## src/rtl/ctrl_pipeline.sv

```systemverilog
// RV32I decode controller with a DEPTH-stage alignment pipeline, stall/flush,
// self-generated redirect kill and a wrapping redirect counter.
module ctrl_pipeline #(
  parameter int DEPTH = 1,
  parameter int CNT_W = 16
) (
  input  logic             clk,
  input  logic             rst_n,
  input  logic             in_valid,
  input  logic [6:0]       in_opcode,
  input  logic [2:0]       in_funct3,
  input  logic             stall,
  input  logic             flush,
  input  logic             take_branch,
  output logic             PC_Mux,
  output logic             WrEn_RF,
  output logic             CSRW_Mux,
  output logic             WrEn_DM,
  output logic             SE2_Ctrl,
  output logic [1:0]       WD_Mux,
  output logic [1:0]       ALU_Mux,
  output logic [1:0]       Branch_Mux,
  output logic [1:0]       RByteEn_DM,
  output logic [1:0]       WByteEn_DM,
  output logic [1:0]       DM_Mux,
  output logic             out_valid,
  output logic             redirect,
  output logic [DEPTH-1:0] stage_valid,
  output logic [CNT_W-1:0] redirect_cnt
);

  localparam int L = DEPTH - 1;

  localparam logic [6:0] OP_LUI   = 7'b0110111;
  localparam logic [6:0] OP_AUIPC = 7'b0010111;
  localparam logic [6:0] OP_JAL   = 7'b1101111;
  localparam logic [6:0] OP_JALR  = 7'b1100111;
  localparam logic [6:0] OP_BR    = 7'b1100011;
  localparam logic [6:0] OP_LD    = 7'b0000011;
  localparam logic [6:0] OP_ST    = 7'b0100011;
  localparam logic [6:0] OP_OPI   = 7'b0010011;
  localparam logic [6:0] OP_SYS   = 7'b1110011;

  logic [DEPTH-1:0] vld_p;
  logic [6:0]       op_p [DEPTH];
  logic [2:0]       f3_p [DEPTH];
  logic [CNT_W-1:0] cnt_q;
  logic             pc_mux;

  // Stage 0 .. L: shift register; a committed redirect kills every stage and the input
  always_ff @(posedge clk or negedge rst_n) begin
    if (!rst_n) begin
      vld_p <= '0;
      for (int k = 0; k < DEPTH; k++) begin
        op_p[k] <= '0;
        f3_p[k] <= '0;
      end
      cnt_q <= '0;
    end else if (flush) begin
      vld_p <= '0;
    end else if (!stall) begin
      op_p[0]  <= in_opcode;
      f3_p[0]  <= in_funct3;
      vld_p[0] <= in_valid & ~pc_mux;
      for (int k = 1; k < DEPTH; k++) begin
        op_p[k]  <= op_p[k-1];
        f3_p[k]  <= f3_p[k-1];
        vld_p[k] <= vld_p[k-1] & ~pc_mux;
      end
      if (pc_mux) cnt_q <= cnt_q + CNT_W'(1);
    end
  end

  // Last stage decode; take_branch is the only input reaching an output
  logic [6:0] op_l;
  logic [2:0] f3_l;
  logic       v_l;
  logic is_lui, is_auipc, is_jal, is_jalr, is_br, is_ld, is_st, is_opi, is_sys, is_mem6;

  always_comb begin
    op_l     = op_p[L];
    f3_l     = f3_p[L];
    v_l      = vld_p[L];
    is_lui   = (op_l == OP_LUI);
    is_auipc = (op_l == OP_AUIPC);
    is_jal   = (op_l == OP_JAL);
    is_jalr  = (op_l == OP_JALR);
    is_br    = (op_l == OP_BR);
    is_ld    = (op_l == OP_LD);
    is_st    = (op_l == OP_ST);
    is_opi   = (op_l == OP_OPI);
    is_sys   = (op_l == OP_SYS);
    is_mem6  = (op_l[5:0] == 6'b100011);

    pc_mux     = 1'b0;
    WrEn_RF    = 1'b0;
    CSRW_Mux   = 1'b0;
    WrEn_DM    = 1'b0;
    SE2_Ctrl   = 1'b0;
    WD_Mux     = 2'b00;
    ALU_Mux    = 2'b00;
    Branch_Mux = 2'b00;
    RByteEn_DM = 2'b00;
    WByteEn_DM = 2'b00;
    DM_Mux     = 2'b00;
    if (v_l) begin
      pc_mux        = is_jal | is_jalr | (is_br & take_branch);
      WrEn_RF       = ~is_br & ~is_st;
      CSRW_Mux      = is_sys & f3_l[2];
      WrEn_DM       = is_st;
      SE2_Ctrl      = is_br;
      WD_Mux        = {is_auipc, is_lui};
      ALU_Mux[0]    = (is_opi & (f3_l[1:0] == 2'b01)) | is_mem6;
      ALU_Mux[1]    = is_jalr | is_ld | is_opi | is_mem6;
      Branch_Mux[0] = is_auipc | is_lui | is_jal;
      Branch_Mux[1] = is_jalr | is_ld | is_jal;
      RByteEn_DM    = f3_l[1:0];
      WByteEn_DM    = f3_l[1:0];
      DM_Mux[0]     = is_ld & ((f3_l == 3'b010) | (f3_l[2:1] == 2'b10));
      DM_Mux[1]     = is_ld & ~f3_l[1];
    end
  end

  assign PC_Mux       = pc_mux;
  assign redirect     = pc_mux;
  assign out_valid    = v_l;
  assign stage_valid  = vld_p;
  assign redirect_cnt = cnt_q;

endmodule

```

## config.mk

```make
export PLATFORM = sky130hd
export DESIGN_NAME = ctrl_pipeline
export DESIGN_NICKNAME = d
export VERILOG_FILES = /design/src/rtl/ctrl_pipeline.sv
export SDC_FILE = /design/constraint.sdc
export NUM_CORES = 1
export LEC_CHECK = 0
export CAP_MARGIN = 10
export CORE_MARGIN = 3
export CORE_UTILIZATION = 40
export DETAILED_ROUTE_END_ITERATION = 8
export PLACE_DENSITY = 0.75
export SLEW_MARGIN = 20
export SYNTH_ARGS = -nofsm -noshare
export SYNTH_HDL_FRONTEND = slang
export SYNTH_SLANG_ARGS = --single-unit
export TNS_END_PERCENT = 20
```

## constraint.sdc

```tcl
create_clock -name clk -period 1.55 [get_ports clk]
set_clock_uncertainty 0.1 [all_clocks]
set_input_delay 0.31 -clock clk [delete_from_list [all_inputs] [get_ports clk]]
set_output_delay 0.31 -clock clk [all_outputs]
set_load 0.02 [all_outputs]
```

==> flow_summary.ini, run 1 <==
[finish]
syn_to_final_growth_pct = 69.6
final_cell_mix = buf_4 (47), dfrtp_1 (25), clkdlybuf4s50_1 (15)
final_common_cell = buf_4
nets = 247
drive_gt1_share_pct = 49.3
antenna-diode-count = 0

[power]
p_leak_nw = 1.22
p_sw_mw = 0.500
p_int_mw = 1.18
vdd_ir_drop_max_uv = 462
seq_power_share_pct = 46.6
power_density_nw_per_um2 = 676
total_power_mw = 1.68
sw_frac_of_total_pct = 29.7
p_comb_share_pct = 30.1
clkPwrFrac_pct = 23.3

[routing]
vias_per_cell = 5.11
drt_wl_total_mm = 4.20
drc = 0
drt-initial-drc-count = 27
num_vias = 1404
drt_pass1_iterations = 4
wire_per_inst_microns = 15.3
antenna_left = 0

[grt]
grt_antenna_before_repair = 0
grt_max_degree = 28
grt_overflow = 0
grt_pass1_vias = 1494
grt_pass1_wl_mm = 6.86
gr-usage-all-layers_pct = 20.3

[synthesis]
synth_area_leaders = dfrtp_1 (46%), mux2_2 (6.9%), xor2_1 (6.6%)
yosysSeqAreaShare_pct = 46.0
synth_nets = 159
ys_ff_latch = 27
syn_avg_cell_area_sq_um = 10.3
synthCells = 142
synth_top_area_share_pct = 46.0
synth_top_area_cell = dfrtp_1
yosysWarnings = 0
synth_area_sq_um = 1470
ys_types = 34

[clock_network]
clock_sinks = 27
cts_tree = done
cts_buffer_depth = 2
clock_latency_ps = 270
cts_root_buffer = clkbuf_8
cts_buffers = 3
h-tree-depth = 1
path_clk_slew_ps = 90
hold_buffers = 0

[placed_design]
hpwl_mm = 3.04
io_buffers = 51
place_ws_ps = -591
gp_congestion = 0.824

[timing]
period_share_pct = 122
postLayoutSetupSlackWorst_ps = -345
max_freq_mhz = 528
finalHoldWorstSlack_ps = 312
maxSlewHeadroom_pct = 72.3
drv_slew = 0
fin_tns_setup_ps = -6440
tightest_slew_ps = 416
setup_viol = 34
grt_setup_unrepaired = yes
layout_min_cycle_time_ps = 1890
finalHoldViolCount = 0

[floorplanning]
core_sq_um = 3440
dieArea_sq_um = 4430
ios = 52
rows = 21
die_h_microns = 66.6
die_w_microns = 66.6
initial_core_util_pct = 42.6

[outcome]
failed_checks = negative setup slack
status = finished with violations

[hold_path]
min-delay-path-class = in -> async

[run]
cap_viol_max_count = 0

[worst_setup_path]
startpoint_type = register
crit_fanout = 5
required_ps = 1140
worstSetupEndpointType = output port
crit_arrival_ps = 1480
crit_type = reg -> out
logic make-up after synthesis:
| kind of cell | share of synthesized area (%) |
|---|---|
| XOR/XNOR | 8.95 |
| flip-flops | 46.0 |
| adder cells (fa/ha/maj) | 0.852 |
| buffers and inverters | 5.54 |
| AO/OA/AOI/OAI | 7.16 |
| multiplexers | 6.91 |
| AND/OR/NAND/NOR | 24.6 |
power groups by stage:
stage	Sequential [mW]	Combinational (mW)	Clock [mW]
floorplan	0.799	0.217	0
global placement	0.786	0.432	0
detailed placement	0.790	0.442	0
CTS	0.781	0.485	0.405
global route	0.790	0.551	0.441
finish	0.783	0.507	0.392
final timing paths:
check | from | end | slack [ps] | depth (start not counted)
max | op_l[6]$_DFFE_PN0P_ | DM_Mux[0] | -340 | 5
min | rst_n | op_l[1]$_DFFE_PN0P_ | 310 | 2
max reg2reg | op_l[6]$_DFFE_PN0P_ | redirect_cnt[13]$_DFFE_PN0P_ | -310 | 7
min reg2reg | redirect_cnt[15]$_DFFE_PN0P_ | redirect_cnt[15]$_DFFE_PN0P_ | 370 | 1
max in group asynchronous | rst_n | redirect_cnt[0]$_DFFE_PN0P_ | 760 | 2
min in group clk | redirect_cnt[15]$_DFFE_PN0P_ | redirect_cnt[15]$_DFFE_PN0P_ | 370 | 1
timing repair:
action / in CTS / in global routing
setup buffers: 4 / 4
endpoints found under the setup margin: 51 / 43
resized for setup: 120 / 23
pin swaps: 6 / 11
cloned: 0 / 0
registers in the layout, indices dropped and copies added (netlist names):
name,cells
f3_l,3
op_l,7
out_valid,1
redirect_cnt,16
synthesized netlist by cell type, drive strengths merged:
cell type  count
nand2         13
nor4b          1
o21a           1
inv            4
nor3b          2
nor2b          2
a21oi          4
xnor2          4
o211a          1
dfrtp         27
o21ai          4
o2111ai        2
and3           2
clkbuf         1
a31oi          1
and3b          1
nand4          2
nand3          7
and2           2
nand2b         2
mux2           9
nor2           7
or2            1
buf            9
nor3          11
nor4           8
ha             1
and4           2
xor2          11
stage by stage:
stage | util [%] | area (sq um) | std cells
final | 72.3 | 2490 | 275
after global routing | 72.3 | 2490 | 275
after CTS | 70.4 | 2420 | 272
after detailed placement | 68.3 | 2350 | 264
after global placement | 68.3 | 2350 | 264
after floorplan | - | 1600 | 142
routing by layer:
layer | global-route usage, % | wire length (microns) | vias up | part of all wire, %
li1 | - | - | 674 | -
met2 | 36.0 | 2200 | 36 | 52
met5 | 0 | 0 | - | 0
met4 | 5.33 | 21 | 0 | 0.50
met3 | 2.87 | 172 | 2 | 4.1
met1 | 25.6 | 1800 | 692 | 43
layout make-up:
type,count,area (sq um)
timing repair buffer,93,764
fill,275,953
inverter,4,15.0
multi-input combinational,101,927
tap,46,57.6
sequential,27,678
clock inverter,1,5.00
clock buffer,3,41.3
worst max-delay path, stage by stage, from the launching register on:
cell     delay [ps]
dfrtp_1         390
or2_4           290
buf_4           150
buf_6           110
nor4_4          110
buf_4           170
(Power assumes the default switching activity.)
==> run 2, diff against run 1 <==
PLACE_DENSITY = 0.78   (was 0.75)
==> run 2 against run 1 <==
  * The flow still finishes with violations (negative setup slack)
  * Cell area shrank 0.45%
  * Sequential share of layout area grew 0.22 points
  * Die area is the same
  * Cell count shrank 1.1%
  * Clock power grew 2%
  * Largest power group unchanged
==> flow_summary.ini, run 2 (synthesized netlist as in run 1, its figures left out) <==
[outcome]
status = finished with violations
failed_checks = negative setup slack

[floorplanning]
core_sq_um = 3440
dieArea_sq_um = 4430
die_w_microns = 66.6
ios = 52
die_h_microns = 66.6
initial_core_util_pct = 42.6
rows = 21

[clock_network]
hold_buffers = 0
cts_root_buffer = clkbuf_8
cts_tree = done
clock_sinks = 27
cts_buffer_depth = 2
path_clk_slew_ps = 90
cts_buffers = 3
h-tree-depth = 1
clock_latency_ps = 270

[finish]
nFillCells = 250
final_cell_mix = buf_4 (43), dfrtp_1 (23), clkdlybuf4s50_1 (14)
final_common_cell = buf_4
fin_util_pct = 72.0
nets = 244
syn_to_final_growth_pct = 68.8
antenna-diode-count = 0
largest_reg_flops = 16
drive_gt1_share_pct = 51.8

[worst_setup_path]
worstPathCellList = or2_4 > buf_12 > nor4_4 > buf_4
slowest_delay_ps = 420
startpoint_type = register
crit_arrival_ps = 1510
required_ps = 1140
crit_type = reg -> out
cpMaxStageDelayCell = dfrtp_1
crit_fanout = 5
worstSetupEndpointType = output port

[timing]
finalHoldWorstSlack_ps = 287
drv_slew = 0
setup_viol = 34
grt_setup_unrepaired = yes
postLayoutSetupSlackWorst_ps = -373
finalHoldViolCount = 0
max_freq_mhz = 520
period_share_pct = 124
layout_min_cycle_time_ps = 1920
maxSlewHeadroom_pct = 74.7
tightest_slew_ps = 379

[routing]
vias_per_cell = 5.12
antenna_left = 0
drt_wl_total_mm = 4.06
drt_pass1_iterations = 4
drt-initial-drc-count = 53
wire_per_inst_microns = 14.9
num_vias = 1392
drc = 0

[grt]
grt_pass1_wl_mm = 6.78
gr-usage-all-layers_pct = 20.2
grt_antenna_before_repair = 0
grt_max_degree = 28
grt_overflow = 0
grt_pass1_vias = 1484

[placed_design]
hpwl_mm = 3.05
io_buffers = 51
place_ws_ps = -628
gp_congestion = 0.801

[power]
vdd_ir_drop_max_uv = 415
total_power_mw = 1.69
p_leak_nw = 1.20
power_density_nw_per_um2 = 682

[run]
cap_viol_max_count = 0

[hold_path]
min-delay-path-class = in -> reg
[run 2: layout make-up]
| class | count | area (sq um) | area share, % |
|---|---|---|---|
| multi-input cells | 101 | 930 | 37.5 |
| repair buffers | 90 | 748 | 30.2 |
| flip-flops and latches | 27 | 681 | 27.5 |
| well taps | 46 | 57.6 | 2.32 |
| clock buffers | 3 | 41.3 | 1.67 |
| inverters | 4 | 15.0 | 0.606 |
| clock inverters | 1 | 5.00 | 0.202 |
[run 2: metrics by stage]
stage / cell area [sq um] / TNS, ps / cells
global placement: 2370 / -13610 / 266
detailed placement: 2370 / -14630 / 266
CTS: 2450 / -5750 / 270
floorplan: 1600 / -1660 / 142
global route: 2480 / -8930 / 272
finish: 2480 / -6160 / 272
[run 2: worst paths after layout]
check                      slack (ps)                    startpoint  cells after the start                           end
max in group asynchronous         750                         rst_n                      2           op_l[2]$_DFFE_PN0P_
max reg2reg                      -250           op_l[6]$_DFFE_PN0P_                      6   redirect_cnt[9]$_DFFE_PN0P_
min reg2reg                       370  redirect_cnt[15]$_DFFE_PN0P_                      1  redirect_cnt[15]$_DFFE_PN0P_
min                               290                         flush                      2         out_valid$_DFFE_PN0P_
min in group asynchronous         320                         rst_n                      2           op_l[1]$_DFFE_PN0P_
max                              -370           op_l[6]$_DFFE_PN0P_                      4                     WD_Mux[1]
[run 2: report_power, final]
group | total [mW] | internal (mW) | switching (mW) | leakage (nW)
registers | 0.788 | 0.747 | 0.0406 | 0.345
logic | 0.501 | 0.255 | 0.246 | 0.833
clock network | 0.401 | 0.180 | 0.220 | 0.0255
[run 2: worst max-delay path, delay by kind of cell, from the launching register on]
family	cells	cell delay, ps
buffers and inverters	2	330
and+or+nand+nor	2	490
DFF	1	420
[run 2: repair_timing]
item,in CTS,in global routing
setup endpoints to repair,51,40
gates cloned,0,0
buffers inserted,0,2
pin swaps,9,3
gates resized for setup,136,13
[run 2: layer usage]
layer	routed length [microns]	vias to the layer above	GRT usage [%]	part of all wire (%)
li1	-	662	-	-
met1	1590	679	22.8	39
met2	2170	44	36.1	53
met3	236	7	5.06	5.8
met4	67	0	7.61	1.6
met5	0	-	0	0
